`src/rtl/inst_buffer.sv`:
```
// Fetch-to-dispatch instruction buffer: a circular FIFO whose early ib_full
// leaves one free slot for the packet fetch already has in flight.
package inst_buffer_pkg;
  localparam logic [31:0] NOP = 32'h0000_0013;

  typedef struct packed {
    logic [31:0] inst;
    logic [31:0] PC;
    logic [31:0] NPC;
    logic        valid;
  } IF_IB_PACKET;
endpackage

module inst_buffer
  import inst_buffer_pkg::*;
#(
  parameter int DEPTH = 8
) (
  input  logic                       clock,
  input  logic                       reset,
  input  logic                       squash,
  input  IF_IB_PACKET                if_ib_packet,
  output logic                       ib_full,
  input  logic                       dp_ready,
  output IF_IB_PACKET                ib_dp_packet,
  output logic [$clog2(DEPTH+1)-1:0] ib_count,
  output logic                       ib_overflow
);

  localparam int PTR_W = $clog2(DEPTH);
  localparam int CNT_W = $clog2(DEPTH+1);
  localparam logic [CNT_W-1:0] CNT_MAX = CNT_W'(DEPTH);
  localparam logic [CNT_W-1:0] CNT_HI  = CNT_W'(DEPTH-1);

  typedef struct packed {
    logic [31:0] inst;
    logic [31:0] PC;
    logic [31:0] NPC;
  } ib_entry_t;

  ib_entry_t        mem [DEPTH];
  logic [PTR_W-1:0] head;
  logic [PTR_W-1:0] tail;
  logic [CNT_W-1:0] count;
  logic             is_full;
  logic             is_empty;
  logic             push;
  logic             pop;
  logic             drop;

  always_comb begin
    is_full  = (count == CNT_MAX);
    is_empty = (count == '0);
    pop      = !is_empty && dp_ready && !squash;
    // A pop in the same cycle frees the head slot, so a full buffer still accepts.
    push     = if_ib_packet.valid && !squash && (!is_full || pop);
    drop     = if_ib_packet.valid && !squash && is_full && !pop;
  end

  always_ff @(posedge clock) begin
    if (!reset) begin
      head        <= '0;
      tail        <= '0;
      count       <= '0;
      ib_overflow <= 1'b0;
    end else if (squash) begin
      head  <= '0;
      tail  <= '0;
      count <= '0;
    end else begin
      if (push) tail <= tail + 1'b1;
      if (pop)  head <= head + 1'b1;
      if (push && !pop)
        count <= count + 1'b1;
      else if (pop && !push)
        count <= count - 1'b1;
      if (drop) ib_overflow <= 1'b1;
    end
  end

  // Entry contents need no reset; occupancy alone decides what is visible.
  always_ff @(posedge clock) begin
    if (reset && push)
      mem[tail] <= '{inst: if_ib_packet.inst, PC: if_ib_packet.PC, NPC: if_ib_packet.NPC};
  end

  always_comb begin
    ib_dp_packet = '{inst: NOP, PC: 32'h0, NPC: 32'h0, valid: 1'b0};
    if (!is_empty)
      ib_dp_packet = '{inst: mem[head].inst, PC: mem[head].PC, NPC: mem[head].NPC, valid: 1'b1};
  end

  assign ib_full  = (count >= CNT_HI);
  assign ib_count = count;

endmodule

```
`config.mk`:
```
export PLATFORM = sky130hd
export DESIGN_NAME = inst_buffer
export DESIGN_NICKNAME = d
export VERILOG_FILES = /design/src/rtl/inst_buffer.sv
export SDC_FILE = /design/constraint.sdc
export NUM_CORES = 1
export LEC_CHECK = 0
export BUFFER_PORTS_ARGS = -buffer_cell sky130_fd_sc_hd__buf_2
export CAP_MARGIN = 20
export CORE_MARGIN = 2
export CORE_UTILIZATION = 54
export DETAILED_ROUTE_END_ITERATION = 8
export HOLD_SLACK_MARGIN = 0.06
export PLACE_DENSITY_LB_ADDON = 0.08
export SYNTH_ARGS = -nofsm -noshare
export SYNTH_HDL_FRONTEND = slang
export SYNTH_SLANG_ARGS = --single-unit
```
`constraint.sdc`:
```
create_clock -name clock -period 11.5 [get_ports clock]
set_input_delay 0.575 -clock clock [delete_from_list [all_inputs] [get_ports clock]]
set_output_delay 0.575 -clock clock [all_outputs]
set_load 0.01 [all_outputs]
```
# Word-level counts from Yosys, hierarchy flattened
# Memory sizes are Yosys's and may differ from the RTL's. A register that Yosys moved wholly into a read port is not among the register bits.
# Index checks and enable logic that the tools add are counted.
# classes
addsub	4
n_lt_le_gt_ge	1
n_eq_ne	1
n_mux	7
bitwise	2
reduce_logical	19
# op_table
op	n
97-bit two-way mux	1
1-bit logical AND	9
4-bit two-way mux	2
3-bit by 1-bit adder with 3-bit output (second input constant)	2
3-bit two-way mux	2
1-bit zero test	5
4-bit by 1-bit adder with 4-bit output (second input constant)	1
4-bit equality test (second input constant)	1
4-bit by 3-bit greater-or-equal comparator with 1-bit output (second input constant)	1
4-bit zero test	1
4-bit by 1-bit subtractor with 4-bit output (second input constant)	1
1-bit two-way mux	2
1-bit NOT	2
2-bit AND reduction	1
2-bit nonzero test	1
2-bit OR reduction	1
1-bit logical OR	1
# word_totals
register_bits	11
ramBits	768
input_bits	101
wordCells	39
mem_count	1
# mem_list
memory	depth	word_bits	rd	rd_ports_with_merged_regs	wr	line	text
mem	8	96	1	1	1	41	ib_entry_t mem [DEPTH];

# Depth between registers and ports, before layout
# Gate-level depths: netlist of run 1.
# depth
depth_word	10
mapped_depth	11

# Worst setup path after synthesis of run 1
# No wires, ideal clock.
# synth_path
path_kind	input-to-reg
start	in squash
end	mem mem[1][0] (netlist bit), enable pin
t_arrival_ns	10.890
required_ns	10.680
slack_ns	-0.210
stages	4
n_path_buf	0
path_cell_list	nand2b_1 -> nand3_1 -> nand4b_1 -> nor4b_1
# synth_via
elab_chain_cells	7
# synth_rtl
item	line	text
from (decl)	21	input logic squash,
1-bit zero test (*)	54, 56	
1-bit logical AND	54	pop = !is_empty && dp_ready && !squash;
1-bit logical OR	56	push = if_ib_packet.valid && !squash && (!is_full || pop);
1-bit logical AND (*)	56	
1-bit logical AND (*)	83	if (reset && push)
1-bit two-way mux (*)	83	
1-bit two-way mux (implied by the code) (*)	84	mem[tail] <= '{inst: if_ib_packet.inst, PC: if_ib_packet.PC, NPC: if_ib_packet.NPC};
to (decl)	41	
# Mark *: on every way between the ends. The rest lies on a longest branch, timed or not.

==> results of run 1 <==
[cells by family (layout without fill, tap and decap cells)]
group | after synthesis | in the layout
adder cells (fa/ha/maj) | 6 | 6
AND/OR/NAND/NOR | 138 | 138
flip-flops | 782 | 782
XOR/XNOR | 6 | 6
multiplexers | 291 | 291
AO/OA/AOI/OAI | 9 | 9
other | 0 | 6
buffers and inverters | 72 | 381
[placed cells by master, fill, tap and decap left out, types with 2 or more instances in the layout]
cell type     n
a21oi_1       3
a31oi_1       3
buf_2       203
buf_4        28
bufinv_16     7
clkbuf_1     24
clkbuf_16    83
clkinv_1     12
clkinv_2     11
clkinvlp_4    2
dfxtp_1      11
dfxtp_4       3
diode_2       6
edfxtp_1    768
ha_1          5
inv_1         4
inv_6         3
mux2i_1      98
mux4_2      192
nand2_1       8
nand2b_1      3
nand3_1       7
nor2_1      108
nor2_4        2
nor3_2        2
nor4b_4       3
xnor2_1       3
xor2_1        3
[through the flow]
step / utilization (%) / setup WS, ns
5_1_grt: 62.3 / 6.33
3_5_place_dp: 57.7 / 7.23
4_1_cts: 62.3 / 6.55
6_report: 62.4 / 6.80
2_1_floorplan: - / 0.646
3_3_place_gp: 57.7 / 7.24
[power by group through the flow]
stage | Sequential, mW | Clock (mW) | Combinational (mW)
after floorplan | 3.21 | 0 | 0.152
after global placement | 3.21 | 0 | 0.265
after detailed placement | 3.21 | 0 | 0.270
after CTS | 3.15 | 2.56 | 0.271
after global routing | 3.15 | 2.68 | 0.292
final | 3.15 | 2.51 | 0.265
[cell type report]
| cell class | instances | area (sq um) |
|---|---|---|
| Antenna cell | 6 | 15.0 |
| Clock inverter | 35 | 352 |
| Multi-Input combinational cell | 450 | 6170 |
| Clock buffer | 108 | 2180 |
| Timing Repair Buffer | 233 | 1270 |
| Sequential cell | 782 | 23400 |
| Inverter | 5 | 18.8 |
| Fill cell | 3881 | 20700 |
| Tap cell | 748 | 936 |
[flip-flops by register name, indices dropped and copies added, names as in the netlist, named ones only]
signal and count:
mem 768, ib_count 4, head 3, tail 3, ib_overflow 1
[routing by layer]
layer | wire [microns] | vias to the layer above | track usage, %
li1 | - | 5930 | -
met1 | 26300 | 7285 | 30.2
met2 | 29300 | 310 | 34.3
met3 | 3110 | 84 | 4.33
met4 | 1070 | 12 | 6.23
met5 | 83 | - | 0
[worst paths after layout]
path                                         end  slack (ns)  depth (start not counted)
worst min register to register              flop        0.49                          2
worst min-delay path                  mem[6][24]        0.23                          1
worst max register to register        mem[1][50]        8.11                          6
worst max-delay path            ib_dp_packet[67]        6.80                          6
==> impl_metrics.tcl, run 1 <==
set metrics [dict create \
    start_util_pct 54.6 \
    io_pins 204 \
    grtUsageTotal_pct 21.4 \
    cts_buffers 79 \
    rsz0062_at_grt "no" \
    rows 86 \
    combPwrFrac_pct 4.5 \
    crit_arrival_ns 4.13 \
    postSynthCellCount 1304 \
    hold_path.class "in2reg" \
    critPathLaunchType "flop" \
    grt-ovfl-total 0 \
    crit_type "reg2out" \
    post_cts_resized 0 \
    worst_ir_drop_vdd_v 0.000120 \
    p_leak_nw 10.8 \
    cts_max_level 3 \
    period_minus_slack_ns 4.70 \
    synth_xor_area_share_pct 0.175 \
    wl_per_cell_microns 25.3 \
    slowest_stage "buf_4" \
    p_sw_mw 1.19 \
    yosysWarnings 0 \
    crit_chain "buf_4, buf_4, mux4_2, mux2i_1, nor2_1, buf_2" \
    path_clk_slew_ns 0.06 \
    die_h_microns 240 \
    ys_ff_latch 782 \
    die_area_sq_mm 0.0574 \
    p_seq_share_pct 53.2 \
    final.setup_skew_ns 0.0220 \
    drc 0 \
    syn_nets 1411 \
    yosys.area.top_type "edfxtp_1" \
    fin_nets 1658 \
    area_delta_synth_final_pct 14.3 \
    p_per_area_mw_per_mm2 173 \
    tns_ns 0 \
    drtIter0Drc 1024 \
    relSlewSlack_pct 32.0 \
    yosysMostFrequentCell "edfxtp_1" \
    synth_top_area_share_pct 76.9 \
    crit_family "buffers and inverters" \
    grt_pass1_wl_microns 89400 \
    fin_cells 2367 \
    synthMuxAreaShare_pct 17.7 \
    power_mw 5.93 \
    routed_wl_microns 59900 \
    yosys_most_used_dff "edfxtp_1" \
    ys_top_cells_by_count "edfxtp_1 (768), mux4_2 (192), nor2_1 (110)" \
    slowest_delay_ns 0.86 \
    hpwlAfterDp_microns 30900 \
    synth_area_sq_mm 0.0300 \
    synth_top_cells_by_area "edfxtp_1 (77%), mux4_2 (14%), mux2i_1 (3.3%), nor2_1 (1.4%), dfxtp_1 (0.93%)" \
    synth_edf_count 768 \
    synthArstFlopShare_pct 0 \
    cap_violations 0 \
    grt_max_degree 141 \
    min_from "if_ib_packet[25]" \
    ys_seq_area_share_pct 77.8 \
    core-area_sq_mm 0.0550 \
    viasPerCell 5.75 \
    synth-simple-area-share_pct 1.94 \
    synth.distinct_cells 32 \
    worst-path-buf-inv 3 \
    placed_area_sq_mm 0.0317 \
    cts-root-buf "clkbuf_16" \
    antenna_left 0 \
    cts_setup_buffers 0 \
    switching_share_pct 20.1 \
    worstMarginPinSlew_ns 1.02 \
    antenna_found_initial 10 \
    pwr-share-clk_pct 42.3 \
    synth_compound_area_share_pct 0.192 \
    holdBufCountCts 0 \
    cp_max_fo 48 \
    hold_violations 0 \
    placed_cells 2217 \
    stdcell_area_sq_mm 0.0343 \
    first_pass_iters 5 \
    rr_startpoint "ib_count[0]" \
    synth_fa_ha_area_share_pct 0.275 \
    finalSetupViolCount 0 \
    path_common_cell "buf_4" \
    synth_top_family_by_area "multiplexers" \
    drv_slew 0 \
    globalplace.congestion 0.711 \
    cp.required_ns 10.93 \
    clock_path_buffers 3 \
    drive_gt1_share_pct 33.9 \
    clock_latency_ns 0.61 \
    via_count 13600 \
    tritoncts "yes" \
    status "complete, no violations" \
    portBuffers 203 \
    critPathCaptureType "output port" \
    post-route-period-util_pct 40.9 \
    internal_power_mw 4.73 \
    cts.sinks 782 \
    fmax_ghz 0.213 \
    die_w_microns 240 \
    hold_ws_ns 0.231 \
    grt_pass1_vias 14300 \
    syn_area_per_cell_sq_um 23.0 \
]
No activity file was read; power rests on OpenSTA's default activity.
==> inputs of run 2 (changes only) <==
--- a/config.mk
+++ b/config.mk
@@ -5,10 +5,11 @@
 export SDC_FILE = /design/constraint.sdc
 export NUM_CORES = 1
 export LEC_CHECK = 0
+export ABC_AREA = 1
 export BUFFER_PORTS_ARGS = -buffer_cell sky130_fd_sc_hd__buf_2
 export CAP_MARGIN = 20
 export CORE_MARGIN = 2
-export CORE_UTILIZATION = 54
+export CORE_UTILIZATION = 60
 export DETAILED_ROUTE_END_ITERATION = 8
 export HOLD_SLACK_MARGIN = 0.06
 export PLACE_DENSITY_LB_ADDON = 0.08
==> constraint.sdc (replaced) <==
create_clock -name clock -period 4.4 [get_ports clock]
set_input_delay 0.22 -clock clock [delete_from_list [all_inputs] [get_ports clock]]
set_output_delay 0.22 -clock clock [all_outputs]
set_load 0.01 [all_outputs]
==> run 2 against run 1 <==
  * Total power rose to 2.6 times the previous value
  * Clock skew is 0.0099 ns lower
  * First-iteration DRC count rose by 97%
  * Clock power grew 150%
  * Critical endpoint is now ib_dp_packet[75]
  * Largest cell class unchanged
  * Highest routed layer unchanged
==> impl_metrics.tcl, run 2 <==
set metrics [dict create \
    status "complete, no violations" \
    ys_seq_area_share_pct 74.9 \
    crit_type "reg2out" \
    final_common_cell "edfxtp_1" \
    grtUsageTotal_pct 26.9 \
    cp.required_ns 4.18 \
    grt_max_degree 205 \
    ys_ff_latch 782 \
    worstMarginPinSlew_ns 1.16 \
    startpoint "ib_count[0]" \
    rsz0062_at_grt "no" \
    fin_nets 2939 \
    hold_violations 0 \
    rows 83 \
    worst-path-buf-inv 2 \
    start_util_pct 60.7 \
    grt_pass1_vias 20100 \
    drv_slew 0 \
    yosys.area.top_type "edfxtp_1" \
    core-area_sq_mm 0.0513 \
    worst_ir_drop_vdd_v 0.000338 \
    hpwlAfterDp_microns 35700 \
    clock_path_buffers 3 \
    critPathCaptureType "output port" \
    tritoncts "yes" \
    first_pass_iters 8 \
    power_mw 15.2 \
    synth.distinct_cells 24 \
    cts_max_level 3 \
    antenna_left 0 \
    critPathLaunchType "flop" \
    fmax_ghz 0.290 \
    crit_arrival_ns 3.23 \
    drc 0 \
    synth_area_sq_mm 0.0311 \
    fin_ws_ns 0.955 \
    yosysMostFrequentCell "edfxtp_1" \
    slowest_delay_ns 0.82 \
    synth_edf_count 768 \
    stdcell_area_sq_mm 0.0361 \
    largest_register "mem" \
    placed_area_sq_mm 0.0327 \
    post_cts_resized 0 \
    slowest_stage "buf_4" \
    grt_pass1_wl_microns 111000 \
    crit_family "simple AND/OR/NAND/NOR gates" \
    die_area_sq_mm 0.0537 \
    globalplace.congestion 0.802 \
    grt-ovfl-total 0 \
    clock_latency_ns 0.61 \
    cap_violations 0 \
    ys_top_cells_by_count "edfxtp_1 (768), nor2_1 (576), nand2_1 (419)" \
    cts_setup_buffers 0 \
    final.setup_skew_ns 0.0121 \
    path_clk_slew_ns 0.06 \
    tns_ns 0 \
    placed_cells 3329 \
    hold_path.class "in2reg" \
    finalSetupViolCount 0 \
    postSynthCellCount 2568 \
    fin_util_pct 70.3 \
    rr_startpoint "ib_count[0]" \
    p_per_area_mw_per_mm2 420 \
    routed_wl_microns 71800 \
    post-route-period-util_pct 78.3 \
    die_w_microns 232 \
    drive_gt1_share_pct 12.2 \
    yosys_most_used_dff "edfxtp_1" \
    viasPerCell 5.67 \
    synth_top_area_share_pct 74.0 \
    syn_area_per_cell_sq_um 12.1 \
    yosysWarnings 0 \
    die_h_microns 232 \
    path_common_cell "nor2_1" \
    area_delta_synth_final_pct 15.8 \
    final_cell_mix "edfxtp_1 (768), nor2_1 (568), nand2_1 (419)" \
    relSlewSlack_pct 22.5 \
    synth_top_cells_by_area "edfxtp_1 (74%), nor2_1 (6.9%), nand2_1 (5.0%), o21ai_0 (3.5%), o21ai_1 (2.6%)" \
    period_minus_slack_ns 3.45 \
    largest_register_ffs 768 \
    cts-root-buf "clkbuf_16" \
    fin_cells 3577 \
    fillers 3562 \
    io_pins 204 \
    synthArstFlopShare_pct 0 \
    drtIter0Drc 2015 \
    crit_chain "nor2_1, nand3_4, buf_4, nand2_1, nor2_1, buf_2" \
    min_from "if_ib_packet[23]" \
    regArea_sq_mm 0.0234 \
    cts.sinks 782 \
    via_count 20300 \
    post-place-ws_ns 1.41 \
    p_leak_nw 12.8 \
    portBuffers 203 \
    hold_ws_ns 0.419 \
    antenna_found_initial 8 \
    cts_buffers 79 \
    multi_input_area_sq_mm 0.00696 \
    cp_max_fo 54 \
    wl_per_cell_microns 20.1 \
    syn_nets 2675 \
]
[run 2: changes by cell type after synthesis, moves of 13 or more]
cell	before	now
nor2_1	110	576
o21ai_0	0	215
a21oi_1	3	103
inv_1	4	17
buf_2	25	41
nand3_1	7	122
clkbuf_1	16	69
nand2_1	8	419
mux4_2	192	0
mux2i_1	98	0
o21ai_1	0	160
[run 2: final cells by class]
class                      instances  area share (%)
multi-input combinational       1610            19.3
timing repair buffer             341            6.85
clock buffer                     110            5.98
antenna                            8          0.0555
tap                              680            2.36
inverter                          18           0.239
sequential                       782            64.7
clock inverter                    28           0.499
[run 2: metal layers]
| metal | track usage (%) | share of wire [%] | up-vias |
|---|---|---|---|
| met5 | 0 | 0.018 | - |
| met4 | 9.11 | 2.2 | 2 |
| met3 | 4.05 | 6.8 | 119 |
| met2 | 44.8 | 49 | 687 |
| met1 | 36.8 | 42 | 9926 |
| li1 | - | - | 9546 |
[run 2: kinds of logic (layout without fill, tap and decap cells)]
group                      after synthesis  after routing  share of synthesized area (%)
and+or+nand+nor                       1123           1123                           14.1
DFF                                    782            782                           74.9
AOI/OAI and AO/OA                      478            478                           7.68
buffers and inverters                  176            497                           2.93
adders and majority gates                6              6                          0.265
xor gates and xnor gates                 3              3                         0.0844
other                                    0              8                              0
[run 2: path summary, 6_finish.rpt]
path | to | slack [ns] | cells past startpoint
max | ib_dp_packet[75] | 0.95 | 6
min | mem[4][22] | 0.42 | 2
max reg2reg | ib_count[3] | 1.40 | 12
min reg2reg | head[0] | 0.52 | 2
[run 2: timing repair]
action | in CTS | in global routing
endpoints found under the setup margin | 0 | 0
hold endpoints to repair | 777 | 0
hold buffers | 102 | 0
[run 2: power by group]
group | switching (mW) | internal, mW
Clock | 2.65 | 3.52
Sequential | 0.0126 | 8.22
Combinational | 0.501 | 0.263
